**config.mk**
```make
export PLATFORM = sky130hd
export DESIGN_NAME = spi_frame_rx_flat
export DESIGN_NICKNAME = d
export VERILOG_FILES = /design/src/rtl/spi_frame_rx_pkg.sv /design/src/rtl/spi_frame_rx_if.sv /design/src/rtl/spi_frame_rx_sync_edge.sv /design/src/rtl/spi_frame_rx.sv /design/src/flat_wrapper.sv
export SDC_FILE = /design/constraint.sdc
export NUM_CORES = 1
export LEC_CHECK = 0
export BUFFER_PORTS_ARGS = -buffer_cell sky130_fd_sc_hd__buf_2
export CAP_MARGIN = 30
export CELL_PAD_IN_SITES_DETAIL_PLACEMENT = 1
export CELL_PAD_IN_SITES_GLOBAL_PLACEMENT = 2
export CORE_ASPECT_RATIO = 0.8
export CORE_MARGIN = 1.5
export CORE_UTILIZATION = 43
export CTS_CLUSTER_SIZE = 30
export DETAILED_ROUTE_END_ITERATION = 8
export PLACE_DENSITY_LB_ADDON = 0.08
export RECOVER_POWER = 50
export SYNTH_ARGS = -nofsm -noshare
export SYNTH_HDL_FRONTEND = slang
export SYNTH_SLANG_ARGS = --single-unit
```
**constraint.sdc**
```tcl
create_clock -name clk -period 3.8 [get_ports clk]
set_input_delay 0.38 -clock clk [delete_from_list [all_inputs] [get_ports clk]]
set_output_delay 0.38 -clock clk [all_outputs]
set_load 0.005 [all_outputs]
```
**src/rtl/spi_frame_rx_pkg.sv**
```systemverilog
// Shared definitions for the SPI register write path: FSM states, frame field
// positions and the register map used by the downstream PWM register bank.
package spi_pkg;

  typedef enum logic [1:0] {
    IDLE  = 2'd0,
    SHIFT = 2'd1,
    CHECK = 2'd2
  } state_t;

  localparam int unsigned RW_BIT   = 15;
  localparam int unsigned ADDR_MSB = 14;
  localparam int unsigned ADDR_LSB = 8;
  localparam int unsigned DATA_MSB = 7;

  localparam logic [6:0] DEF_MAX_ADDR = 7'h04;

  localparam logic [6:0] REG_ENABLE  = 7'h00;
  localparam logic [6:0] REG_DUTY0   = 7'h01;
  localparam logic [6:0] REG_DUTY1   = 7'h02;
  localparam logic [6:0] REG_DUTY2   = 7'h03;
  localparam logic [6:0] REG_DUTY3   = 7'h04;

endpackage

```
**src/rtl/spi_frame_rx_if.sv**
```systemverilog
// Write-strobe bus from the SPI frame receiver to the register bank.
interface spi_frame_rx_if;
  logic       wr_valid;
  logic [6:0] wr_addr;
  logic [7:0] wr_data;
  logic       frame_err;
  logic       busy;

  modport master (output wr_valid, wr_addr, wr_data, frame_err, busy);
  modport slave  (input  wr_valid, wr_addr, wr_data, frame_err, busy);
endinterface

```
**src/rtl/spi_frame_rx_sync_edge.sv**
```systemverilog
// N-stage input synchronizer with a history flop and registered one-cycle
// rise/fall pulses.
module sync_edge #(
  parameter int unsigned STAGES  = 2,
  parameter logic        RST_VAL = 1'b0
) (
  input  logic i_clk,
  input  logic i_rst_n,
  input  logic i_d,
  output logic o_sync,
  output logic o_rise,
  output logic o_fall
);

  logic [STAGES-1:0] r_sync;
  logic              r_hist;
  logic              r_rise;
  logic              r_fall;

  always_ff @(posedge i_clk or negedge i_rst_n) begin
    if (!i_rst_n) begin
      r_sync <= {STAGES{RST_VAL}};
      r_hist <= RST_VAL;
      r_rise <= 1'b0;
      r_fall <= 1'b0;
    end else begin
      r_sync <= {r_sync[STAGES-2:0], i_d};
      r_hist <= r_sync[STAGES-1];
      r_rise <= r_sync[STAGES-1] & ~r_hist;
      r_fall <= ~r_sync[STAGES-1] & r_hist;
    end
  end

  assign o_sync = r_sync[STAGES-1];
  assign o_rise = r_rise;
  assign o_fall = r_fall;

endmodule

```
**src/rtl/spi_frame_rx.sv**
```systemverilog
// SPI mode-0 frame receiver: synchronizes the pins, assembles 16-bit write
// frames and issues a one-cycle write or error strobe on chip-select release.
module spi_frame_rx
  import spi_pkg::*;
#(
  parameter int unsigned SYNC_STAGES = 2,
  parameter logic [6:0]  MAX_ADDR    = DEF_MAX_ADDR,
  parameter int unsigned FRAME_BITS  = 16
) (
  input  logic           clk,
  input  logic           rst_n,
  input  logic           sclk,
  input  logic           ncs,
  input  logic           sdi,
  spi_frame_rx_if.master bus
);

  localparam int unsigned CNT_W = $clog2(FRAME_BITS + 2);

  logic                   w_unused_sclk_sync;
  logic                   w_sclk_rise;
  logic                   w_unused_sclk_fall;
  logic                   w_ncs_sync;
  logic                   w_ncs_rise;
  logic                   w_ncs_fall;
  logic                   w_sdi;
  logic                   w_accept;

  logic [SYNC_STAGES-1:0] r_sdi_sync;
  state_t                 r_state,    w_state_next;
  logic [CNT_W-1:0]       r_cnt,      w_cnt_next;
  logic [FRAME_BITS-1:0]  r_shift,    w_shift_next;
  logic                   r_wr_valid, w_wr_valid_next;
  logic                   r_err,      w_err_next;
  logic [6:0]             r_addr,     w_addr_next;
  logic [7:0]             r_data,     w_data_next;

  sync_edge #(.STAGES(SYNC_STAGES), .RST_VAL(1'b0)) u_sclk_sync (
    .i_clk   (clk),
    .i_rst_n (rst_n),
    .i_d     (sclk),
    .o_sync  (w_unused_sclk_sync),
    .o_rise  (w_sclk_rise),
    .o_fall  (w_unused_sclk_fall)
  );

  sync_edge #(.STAGES(SYNC_STAGES), .RST_VAL(1'b1)) u_ncs_sync (
    .i_clk   (clk),
    .i_rst_n (rst_n),
    .i_d     (ncs),
    .o_sync  (w_ncs_sync),
    .o_rise  (w_ncs_rise),
    .o_fall  (w_ncs_fall)
  );

  always_ff @(posedge clk or negedge rst_n) begin
    if (!rst_n) r_sdi_sync <= '0;
    else        r_sdi_sync <= {r_sdi_sync[SYNC_STAGES-2:0], sdi};
  end

  assign w_sdi    = r_sdi_sync[SYNC_STAGES-1];
  assign w_accept = (r_cnt == CNT_W'(FRAME_BITS)) && r_shift[RW_BIT] &&
                    (r_shift[ADDR_MSB:ADDR_LSB] <= MAX_ADDR);

  // Strobes are registered on the SHIFT->CHECK transition so they are high
  // exactly for the single CHECK cycle.
  always_comb begin
    w_state_next    = r_state;
    w_cnt_next      = r_cnt;
    w_shift_next    = r_shift;
    w_wr_valid_next = 1'b0;
    w_err_next      = 1'b0;
    w_addr_next     = r_addr;
    w_data_next     = r_data;
    unique case (r_state)
      IDLE: begin
        if (w_ncs_fall) begin
          w_state_next = SHIFT;
          w_cnt_next   = '0;
          w_shift_next = '0;
        end
      end
      SHIFT: begin
        if (w_ncs_rise) begin
          w_state_next = CHECK;
          if (w_accept) begin
            w_wr_valid_next = 1'b1;
            w_addr_next     = r_shift[ADDR_MSB:ADDR_LSB];
            w_data_next     = r_shift[DATA_MSB:0];
          end else begin
            w_err_next = 1'b1;
          end
        end else if (w_sclk_rise && !w_ncs_sync) begin
          if (r_cnt < CNT_W'(FRAME_BITS)) begin
            w_shift_next = {r_shift[FRAME_BITS-2:0], w_sdi};
            w_cnt_next   = r_cnt + 1'b1;
          end else if (r_cnt < CNT_W'(FRAME_BITS + 1)) begin
            w_cnt_next = r_cnt + 1'b1;
          end
        end
      end
      CHECK:   w_state_next = IDLE;
      default: w_state_next = IDLE;
    endcase
  end

  always_ff @(posedge clk or negedge rst_n) begin
    if (!rst_n) begin
      r_state    <= IDLE;
      r_cnt      <= '0;
      r_shift    <= '0;
      r_wr_valid <= 1'b0;
      r_err      <= 1'b0;
      r_addr     <= '0;
      r_data     <= '0;
    end else begin
      r_state    <= w_state_next;
      r_cnt      <= w_cnt_next;
      r_shift    <= w_shift_next;
      r_wr_valid <= w_wr_valid_next;
      r_err      <= w_err_next;
      r_addr     <= w_addr_next;
      r_data     <= w_data_next;
    end
  end

  assign bus.wr_valid  = r_wr_valid;
  assign bus.wr_addr   = r_addr;
  assign bus.wr_data   = r_data;
  assign bus.frame_err = r_err;
  assign bus.busy      = (r_state != IDLE);

endmodule

```
**src/flat_wrapper.sv**
```systemverilog
// flat-port wrapper written by rule: the top's interface ports become plain ports
module spi_frame_rx_flat import spi_pkg::*;
#(
  parameter int unsigned SYNC_STAGES = 2,
  parameter logic [6:0]  MAX_ADDR    = DEF_MAX_ADDR,
  parameter int unsigned FRAME_BITS  = 16
)
  (clk, rst_n, sclk, ncs, sdi, bus_wr_valid, bus_wr_addr, bus_wr_data, bus_frame_err, bus_busy);
  spi_frame_rx_if bus_i ();
  input  logic clk;
  input  logic rst_n;
  input  logic sclk;
  input  logic ncs;
  input  logic sdi;
  output wire logic [$bits(bus_i.wr_valid)-1:0] bus_wr_valid;
  output wire logic [$bits(bus_i.wr_addr)-1:0] bus_wr_addr;
  output wire logic [$bits(bus_i.wr_data)-1:0] bus_wr_data;
  output wire logic [$bits(bus_i.frame_err)-1:0] bus_frame_err;
  output wire logic [$bits(bus_i.busy)-1:0] bus_busy;
  assign bus_wr_valid = bus_i.wr_valid;
  assign bus_wr_addr = bus_i.wr_addr;
  assign bus_wr_data = bus_i.wr_data;
  assign bus_frame_err = bus_i.frame_err;
  assign bus_busy = bus_i.busy;
  spi_frame_rx #(.SYNC_STAGES(SYNC_STAGES), .MAX_ADDR(MAX_ADDR), .FRAME_BITS(FRAME_BITS)) u_core (.clk(clk), .rst_n(rst_n), .sclk(sclk), .ncs(ncs), .sdi(sdi), .bus(bus_i));
endmodule
```
# Word-level counts from Yosys, hierarchy flattened
# Cells that the tools add are included.
word_totals:
  wordCells: 64
  out_inout_bits: 18
  mem_count: 0
  latch_bits: 0
  mem_bits_ro: 0
  input_bits: 5
  reg_bits: 51
  ram_bits: 0
classes:
  shift: 0
  reduce_logical: 11
  order_cmp: 3
  bitwise_logic: 6
  addsub: 1
  mul: 0
  eq_ne: 8
  n_div: 0
  mux: 20
ops:
  columns: ["operator", "count"]
  rows:
  - ["$mux 16", 4]
  - ["$pmux 16 s2", 1]
  - ["$mux 5", 5]
  - ["$lt 5x5->1 const B", 2]
  - ["$pmux 5 s2", 1]
  - ["$reduce_and 5->1", 2]
  - ["$le 7x3->1 const B", 1]
  - ["$mux 1", 6]
  - ["$ne 2x2->1 const B", 3]
  - ["$add 5x1->5 const B", 1]
  - ["$eq 5x5->1 const B", 1]
  - ["$mux 2", 2]
  - ["$ne 2x1->1 const B", 2]
  - ["$pmux 2 s2", 1]
  - ["$reduce_bool 2->1", 2]
  - ["$and 1x1->1", 3]
  - ["$logic_and 1x1->1", 3]
  - ["$ne 3x1->1 const B", 1]
  - ["$not 1->1", 3]
  - ["$reduce_and 3->1", 1]
  - ["$eq 2x1->1 const B", 1]
  - ["$logic_not 2->1", 1]
  - ["$reduce_and 2->1", 1]
  - ["$logic_not 1->1", 1]

# Longest topological paths before layout
# Gate-level depths: netlist of run 1.
logic_depth:
  word_depth: 6
  mapped_depth: 7
  ltp_nobuf: 6

# Cells and area by module
# From an unflattened synthesis of run 1, not the netlist that was laid out.
unflattened:
  cells_unflattened: 134
  hier_area_um2: 1988.2
by_module_without_submodules:
  columns: ["module", "area_per_inst_um2", "seq_area_each_um2", "n_inst", "cells_each"]
  rows:
  - ["spi_frame_rx", 1704.1, 1051.0, 1, 120]
  - ["sync_edge at u_core.u_ncs_sync", 143.9, 128.9, 1, 7]
  - ["sync_edge at u_core.u_sclk_sync", 140.1, 125.1, 1, 7]

# Worst setup path before layout of run 1
# Ideal clock, no wire load.
synth_timing:
  path_type: "reg-to-reg"
  start: "reg u_core.r_cnt[0]"
  end: "reg u_core.r_data[2], in the netlist u_core.bus.wr_data[2]"
  n_path_buf: 1
  setup_time_ns: 0.125
  period_less_slack_ns: 1.750
  path_slack_ns: 2.050
  required_time_ns: 3.675
  t_arrival_ns: 1.625
  path_stages_with_launch: 8
  cell_sequence: "dfrtp_1 -> inv_1 -> ha_1 -> nor4b_1 -> nand4_1 -> nor2_4 -> buf_6 -> mux2_4"
synth_via:
  elab_chain_cells: 4
synth_lines:
  columns: ["element", "line_no", "rtl"]
  rows:
  - ["start, declared", "spi_frame_rx.sv:31", "logic [CNT_W-1:0] r_cnt, w_cnt_next;"]
  - ["start signal, assigned", "spi_frame_rx.sv:118", "r_cnt <= w_cnt_next;"]
  - ["$eq 5x5->1", "spi_frame_rx.sv:62", "assign w_accept = (r_cnt == CNT_W'(FRAME_BITS)) && r_shift[RW_BIT] &&"]
  - ["$logic_and 1x1->1 (2 in a row)", "spi_frame_rx.sv:62", null]
  - ["$reduce_and 3->1 (no line)", null, null]
  - ["end signal, assigned", "spi_frame_rx.sv:123", "r_data <= w_data_next;"]
  - ["end, declared", "spi_frame_rx.sv:36", "logic [7:0] r_data, w_data_next;"]
# Every way passes these cells.
# A chain may end at the register's enable or synchronous reset.

==> impl_summary.txt, run 1 <==
----------------------------------------------------
[Critical path]
  Largest delay contributor family on the critical path ... buffers and inverters
  CP startpoint kind ... input port
  Buffering stage count on the worst path with inverters included ... 2
  Data required time at the worst endpoint ... 4.00 ns
  Arrival time at the worst endpoint ... approximately 2.4 ns
  Largest fanout of any net on the critical path ... 27
  Critical path, cell by cell ... clkbuf_1, clkbuf_1
  Crit Path Category ... input port to async pin
  Worst path max stage delay ... around 1.0 ns
  Most frequent CP cell ... sky130_fd_sc_hd__clkbuf_1
  Slowest stage cell, crit path ... sky130_fd_sc_hd__clkbuf_1
  Endpoint type of the worst setup path ... async pin

[Clocking]
  Count of buffers added by post-CTS timing repair for setup ... 0
  Clock slew at reported path FFs ... ~0.08 ns
  Clock Sink Count ... 51
  Count of hold buffers inserted by post-cts repair ... 0
  Number of buffers between clock root and the deepest sink ... 2
  Clock root buffer master ... sky130_fd_sc_hd__clkbuf_8
  Clock Latency Late Sink ... roughly 0.30 ns
  Number of H-tree levels ... 2
  Number of cells upsized or downsized after cts ... 0
  Clock tree from TritonCTS ... built
  TritonCTS buffer count ... 5

[Power]
  Reported leakage power ... 1.093 nW
  Portion of total power attributed to combinational logic ... roughly 9.1%
  Largest voltage drop on the vdd net ... 0.2190 mV
  Switching Share ... between 20% and 30%
  Psw ... 0.2481 mW
  Relative contribution of the clock network to total power ... between 30% and 40%
  PnR Total Power ... approximately 1.0 mW
  Power per cell area ... between 400 and 500 mW/mm²
  Internal power ... approximately 0.80 mW
  Portion of total power attributed to sequential cells ... 56.2%

[Logic synthesis]
  Async S/R FF share, synth ... 100.0%
  Post-synthesis cell count ... between 100 and 150
  Library cell occupying the most area in the post-synthesis netlist ... sky130_fd_sc_hd__dfrtp_1
  Top cell type's share of synthesized area ... 62.70%
  Share of the yosys chip area belonging to registers ... approximately two thirds
  Net Count, Synth ... 137
  Number of synthesized register bits ... 51
  Synthesized area divided by synthesized cell count ... between 10 and 15 µm²
  Warnings from Yosys ... 0
  Number of enable-type register cells in the synthesized netlist ... 0
  Top cells by area, synth ... sky130_fd_sc_hd__dfrtp_1, sky130_fd_sc_hd__a22o_1, sky130_fd_sc_hd__dfstp_2, sky130_fd_sc_hd__mux2_4, sky130_fd_sc_hd__mux2_2
  Syn Std Cell Area ... ~0.0019 mm²
  Library cells used by synthesis ... 32
  Predominant post-synthesis flop cell ... sky130_fd_sc_hd__dfrtp_1

[Floorplan]
  Area enclosed by the die boundary ... 0.004867 mm²
  Initial standard-cell utilization of the core ... 45.28%
  Core area ... between 0.004 and 0.005 mm²
  Standard-cell rows ... 21
  Floorplan die height ... 62.70 µm
  Width of the die ... 77.62 µm
  Count of pins on the block boundary ... 23

[Drt]
  Via Count ... around 1,100
  Routed Wire Length ... between 3000 and 4000 µm
  Vias per Instance ... 5.172
  Final routed wire length divided by cell count ... 16.08 µm
  Detailed-routed wire length on met2 ... approximately 1500 µm
  Total iterations of the first detailed-routing run ... 4
  Remaining DRCs ... 0
  Final antenna-violating net count ... 0
  Routed length on met3 ... between 100 and 150 µm
  Top sig layer ... met4
  Routed met1 length ... 1742 µm
  First-iteration detailed-routing DRC count ... 34

[Timing]
  Sum of negative setup slack ... 0 ns
  Number of slew-limit violations in the final report ... 0
  Final setup viols ... 0
  Unrepaired setup endpoints after global routing ... no
  Worst Tran Pin Value ... approximately 1.4 ns
  Hold Fails Final Rpt ... 0
  Clock period minus final worst setup slack ... 2.224 ns
  Max Clk Rate ... between 400 and 500 MHz
  Rel. slew slack ... 7.050%
  Setup skew after layout ... ~0.0083 ns
  Ratio of final minimum period to clock period ... 58.53%

[Global route]
  Remaining global-route overflow ... 0
  Tot GR Track Use ... between 10% and 20%
  First-pass GRT wire length ... about 6300 µm
  Pin count of the biggest net entering global routing ... 28
  Initial antenna violation count ... 0
  Vias in the first global route ... around 1,200

[Cells and area]
  Fill count ... between 400 and 500
  Number of antenna repair diodes ... 0
  Post-layout utilization of the core ... around half
  Proportion of layout cells with a drive suffix above 1 ... between 20% and 30%
  Relative area change from synthesis to final layout ... 14.04%
  Net count of the finished layout ... between 150 and 200

[Run]
  Count of maximum capacitance violations ... 0

[Hold path]
  Min-delay worst type ... input port to flop

[Placement]
  Detailed Place HPWL ... about 2400 µm
  Count of port buffers added during placement ... 22
  RD Place Congestion ... between 0.7 and 0.8

[Status]
  Status ... finished clean

----------------------------------------------------
==> sequential cells by signal (all words and copies together) (netlist names), 2 cells and up <==
signal / count
u_core.u_ncs_sync.r_sync: 2
u_core.u_sclk_sync.r_sync: 2
u_core.r_cnt: 5
u_core.r_sdi_sync: 2
u_core.bus.wr_data: 8
u_core.r_state: 2
u_core.r_shift: 16
u_core.bus.wr_addr: 7
==> metrics by stage <==
step | setup WS [ns] | area (µm²) | hold slack, ns | instances
after global routing | 1.093 | 2185 | 0.1541 | 215
after floorplan | 2.050 | 1916 | 0.08441 | 130
after detailed placement | 1.711 | 2103 | 0.3373 | 207
final | 1.576 | 2185 | 0.1760 | 215
after CTS | 1.715 | 2210 | 0.1116 | 215
after global placement | 1.822 | 2076 | 0.3350 | 206
==> cell families (layout without fill, tap and decap cells) <==
| family | after synthesis | in the layout | synth area share, % |
|---|---|---|---|
| adders and majority gates | 2 | 2 | 1.306 |
| buffers and inverters | 8 | 36 | 2.090 |
| muxes | 11 | 11 | 7.446 |
| and+or+nand+nor | 30 | 30 | 10.65 |
| DFF | 51 | 51 | 66.82 |
| AOI/OAI and AO/OA | 28 | 28 | 11.69 |
==> per-layer routing <==
layer / GRT usage, % / vias to the layer above
met2: 24.02 / 24
met3: 4.818 / 4
li1: - / 516
met1: 25.56 / 568
met5: 0 / -
met4: 5.455 / 0
==> cell usage after synthesis, types with 2 or more instances <==
cell and n:
sky130_fd_sc_hd__a21oi_1 3, sky130_fd_sc_hd__a22o_1 17, sky130_fd_sc_hd__a31oi_1 2, sky130_fd_sc_hd__buf_2 2
sky130_fd_sc_hd__dfrtp_1 48, sky130_fd_sc_hd__dfstp_2 3, sky130_fd_sc_hd__ha_1 2, sky130_fd_sc_hd__inv_1 5
sky130_fd_sc_hd__mux2_2 6, sky130_fd_sc_hd__mux2_4 5, sky130_fd_sc_hd__nand2_1 4, sky130_fd_sc_hd__nand2b_1 3
sky130_fd_sc_hd__nor2_1 3, sky130_fd_sc_hd__nor2b_1 8, sky130_fd_sc_hd__o21ai_0 2
==> path summary, 6_finish.rpt <==
path,from,endpoint,slack [ns],cells after the start
hold / removal,ncs,u_core.u_ncs_sync.r_sync[0],0.18,1
setup reg to reg,u_core.r_cnt[0],u_core.bus.wr_data[0],1.73,6
min in group asynchronous,rst_n,u_core.bus.wr_data[5],0.39,1
max in group clk,u_core.r_cnt[0],u_core.bus.wr_data[0],1.73,6
setup / recovery,rst_n,u_core.bus.wr_addr[1],1.58,2
hold reg to reg,u_core.u_sclk_sync.r_sync[0],u_core.u_sclk_sync.r_sync[1],0.35,0
==> cell type report <==
cell class	count	area, µm²	area share [%]
well taps	57	71.32	3.265
clock inverters	1	30.03	1.375
multi-input cells	71	595.6	27.26
clock buffers	7	76.32	3.494
inverters	5	18.77	0.8591
repair buffers	23	112.6	5.155
flip-flops and latches	51	1280	58.59
==> power groups by stage <==
stage	clock [mW]	sequential (mW)	combinational (mW)
2_1_floorplan	0	0.593	0.0631
3_3_place_gp	0	0.597	0.0902
3_5_place_dp	0	0.600	0.0986
4_1_cts	0.374	0.589	0.101
5_1_grt	0.400	0.593	0.112
6_report	0.362	0.589	0.0956
==> layout by cell type, fill, tap and decap left out, types with 3 or more instances in the layout <==
master                     Yosys  routed
sky130_fd_sc_hd__mux2_4        5       5
sky130_fd_sc_hd__dfrtp_1      48      48
sky130_fd_sc_hd__clkbuf_1      0       4
sky130_fd_sc_hd__nor2_1        3       3
sky130_fd_sc_hd__a22o_1       17      17
sky130_fd_sc_hd__mux2_2        6       6
sky130_fd_sc_hd__nand2b_1      3       3
sky130_fd_sc_hd__nor2b_1       8       8
sky130_fd_sc_hd__inv_1         5       5
sky130_fd_sc_hd__clkbuf_8      0       5
sky130_fd_sc_hd__a21oi_1       3       3
sky130_fd_sc_hd__buf_2         2      21
sky130_fd_sc_hd__nand2_1       4       4
No activity file was read; power rests on OpenSTA's default activity.
==> inputs of run 2 (changes only) <==
--- a/config.mk
+++ b/config.mk
@@ -11,7 +11,7 @@
 export CELL_PAD_IN_SITES_GLOBAL_PLACEMENT = 2
 export CORE_ASPECT_RATIO = 0.8
 export CORE_MARGIN = 1.5
-export CORE_UTILIZATION = 43
+export CORE_UTILIZATION = 40
 export CTS_CLUSTER_SIZE = 30
 export DETAILED_ROUTE_END_ITERATION = 8
 export PLACE_DENSITY_LB_ADDON = 0.08
==> constraint.sdc (replaced) <==
create_clock -name clk -period 2.3 [get_ports clk]
set_input_delay 0.23 -clock clk [delete_from_list [all_inputs] [get_ports clk]]
set_output_delay 0.23 -clock clk [all_outputs]
set_load 0.005 [all_outputs]
==> run 2 against run 1 <==
Core utilization shrank 3.2 points. Clock-buffer cell count shrank 1. Cell area grew 1.8%. Critical path depth grew 4. Clock power grew 72%. First-iteration DRC count grew 76%. Power grew 67%. Hold slack lost 0.15 ns. Final cell count grew 3.3%. Wire length shrank 0.49%. Worst setup slack lost 1.3 ns. Global-route usage shrank 1.1 points.
==> impl_summary.txt, run 2 (synthesized netlist as in run 1, its figures left out) <==
----------------------------------------------------
[Placement]
  RD Place Congestion ... 0.7143 (-2.4%)
  Worst Setup Slack post-DPL ... 0.2439 ns (-1.467 ns)
  Detailed Place HPWL ... 2359 µm (-0.30%)
  Count of port buffers added during placement ... 22 (unchanged)

[Critical path]
  Capturing element of the worst setup path ... u_core.bus.wr_addr[1]
  Crit Path Category ... flop to flop
  CP startpoint kind ... flop
  Worst setup slack for register-to-register paths ... 0.27 ns (-1.46 ns)
  Worst reg2reg path endpoint ... u_core.bus.wr_addr[1]
  Crit path from ... u_core.r_cnt[0]
  Arrival time at the worst endpoint ... 2.23 ns (-0.19 ns)
  Critical path, cell by cell ... inv_1, ha_1, nor4b_1, nand4_1, nor2_4, mux2_2
  Data required time at the worst endpoint ... 2.49 ns (-1.51 ns)
  Largest fanout of any net on the critical path ... 12 (-56%)
  Worst path max stage delay ... 0.44 ns (-0.60 ns)
  Launch instance of the worst register-to-register path ... u_core.r_cnt[0]
  Endpoint type of the worst setup path ... flop
  Slowest stage cell, crit path ... sky130_fd_sc_hd__dfrtp_1
  Reg2reg path depth ... 6 (unchanged)

[Global route]
  Initial antenna violation count ... 0 (unchanged)
  Tot GR Track Use ... 15.98% (-1.1 points)
  Remaining global-route overflow ... 0 (unchanged)
  Pin count of the biggest net entering global routing ... 23 (-18%)
  Vias in the first global route ... 1,182 (-2.8%)
  First-pass GRT wire length ... 6106 µm (-3.0%)

[Drt]
  Via Count ... 1,133 (+1.9%)
  Remaining DRCs ... 0 (unchanged)
  Final antenna-violating net count ... 0 (unchanged)
  First-iteration detailed-routing DRC count ... 60 (+76%)
  Routed Wire Length ... 3441 µm (-0.49%)
  Vias per Instance ... 5.104 (-1.3%)
  Final routed wire length divided by cell count ... 15.50 µm (-3.6%)
  Total iterations of the first detailed-routing run ... 4 (unchanged)

[Timing]
  Sum of negative setup slack ... 0 ns (unchanged)
  Unrepaired setup endpoints after global routing ... no
  Worst-case setup margin in the final layout ... 0.2654 ns (-1.310 ns)
  Clock period minus final worst setup slack ... just over 2 ns
  Worst Tran Pin Value ... 0.9089 ns (-0.4854 ns)
  Ratio of final minimum period to clock period ... approximately nine tenths
  Final setup viols ... 0 (unchanged)
  Number of slew-limit violations in the final report ... 0 (unchanged)
  Max Clk Rate ... around 500 MHz
  Setup skew after layout ... 0.008800 ns (+0.0005479 ns)
  Rel. slew slack ... 39.41% (+32 points)
  Hold Fails Final Rpt ... 0 (unchanged)

[Status]
  Status ... finished clean

[Power]
  Largest voltage drop on the vdd net ... 0.3781 mV (+73%)
  Reported leakage power ... 1.110 nW (+1.5%)
  Power per cell area ... 787.4 mW/mm² (+64%)

[Clocking]
  Clock Latency Late Sink ... 0.30 ns (about the same)
  Count of buffers added by post-CTS timing repair for setup ... 0 (unchanged)
  Clock Sink Count ... 51 (unchanged)
  Clock tree from TritonCTS ... built
  Number of buffers between clock root and the deepest sink ... 2 (unchanged)
  Clock root buffer master ... sky130_fd_sc_hd__clkbuf_8
  Number of H-tree levels ... 2 (unchanged)
  Clock slew at reported path FFs ... 0.09 ns (about the same)
  TritonCTS buffer count ... 5 (unchanged)

[Floorplan]
  Area enclosed by the die boundary ... 0.005216 mm² (+7.2%)
  Initial standard-cell utilization of the core ... 41.67% (-3.6 points)
  Width of the die ... 80.37 µm (+3.5%)
  Core area ... 0.004597 mm² (+8.7%)
  Floorplan die height ... 64.90 µm (+3.5%)
  Count of pins on the block boundary ... 23 (unchanged)
  Standard-cell rows ... 22 (+4.8%)

[Cells and area]
  Relative area change from synthesis to final layout ... 16.13%
  Commonest non-fill, non-tap cell in the layout ... sky130_fd_sc_hd__dfrtp_1
  Sequential cell area ... 0.001280 mm² (unchanged)
  Register containing the most flip-flops in the final layout ... u_core.r_shift
  Flip-flop count of the largest register, all copies and words added ... 16 (unchanged)
  Area used by multi-input combinational logic ... 595.6 µm² (unchanged)
  Proportion of layout cells with a drive suffix above 1 ... 29.63% (+0.52 points)
  Net count of the finished layout ... 168 (+2.4%)
  Fill count ... 465 (+9.7%)
  Most used cells in the layout excluding fill and tap cells ... sky130_fd_sc_hd__dfrtp_1, sky130_fd_sc_hd__buf_2, sky130_fd_sc_hd__a22o_1
  Number of antenna repair diodes ... 0 (unchanged)

[Hold path]
  Min-delay worst type ... input port to flop

[Run]
  Count of maximum capacitance violations ... 0 (unchanged)

----------------------------------------------------
==> run 2: worst min-delay path by stage <==
stage                     startpoint                            to  slack [ns]  cells after the start
after floorplan                rst_n          u_core.bus.frame_err       -0.07                      0
after global placement         rst_n               u_core.r_cnt[0]        0.17                      1
after detailed placement       rst_n               u_core.r_cnt[0]        0.18                      1
after CTS                        ncs   u_core.u_ncs_sync.r_sync[0]       0.005                      1
after global routing             sdi          u_core.r_sdi_sync[0]       0.002                      1
final                           sclk  u_core.u_sclk_sync.r_sync[0]        0.03                      1
==> run 2: through the flow <==
stage                     std cells  cell area, µm²  total power, mW  hold WS (ns)  util (%)
after CTS                       221            2223            1.777      0.005134     48.37
final                           222            2225            1.752       0.02806     48.39
after global routing            222            2225            1.854      0.002432     48.39
after floorplan                 130            1916            1.084      -0.06559         -
after global placement          212            2102            1.139        0.1726     45.73
after detailed placement        212            2102            1.151        0.1806     45.73
==> run 2: layer usage <==
| metal | vias to the layer above | global-route usage [%] | routed length, µm | part of all wire, % |
|---|---|---|---|---|
| li1 | 524 | - | - | - |
| met1 | 584 | 23.90 | 1756 | 51 |
| met2 | 20 | 20.80 | 1516 | 44 |
| met3 | 5 | 6.056 | 119 | 3.5 |
| met4 | 0 | 5.819 | 49 | 1.4 |
| met5 | - | 0 | 0 | 0 |
==> run 2: repair_timing <==
item,in CTS,in global routing
hold endpoints to repair,16,1
gates resized for setup,0,0
hold buffers,1,1
==> run 2: cell type report <==
cell class	instances	share of cell area, %
flip-flops and latches	51	57.54
multi-input cells	71	26.77
repair buffers	27	6.468
well taps	60	3.375
clock buffers	6	3.262
clock inverters	2	1.744
inverters	5	0.8436
==> run 2: where the power goes <==
part	internal, mW	switching [mW]	total (mW)
Clock	0.329	0.293	0.622
Sequential	0.932	0.0420	0.974
Combinational	0.0631	0.0925	0.156
Total	1.32	0.427	1.75
==> run 2: worst max-delay path, delay by kind of cell (launching register included) <==
family,cells,cell delay (ns)
buf+inv,1,0.08
fa+ha+maj,1,0.14
flops,1,0.44
simple gates,3,0.87
mux,1,0.39
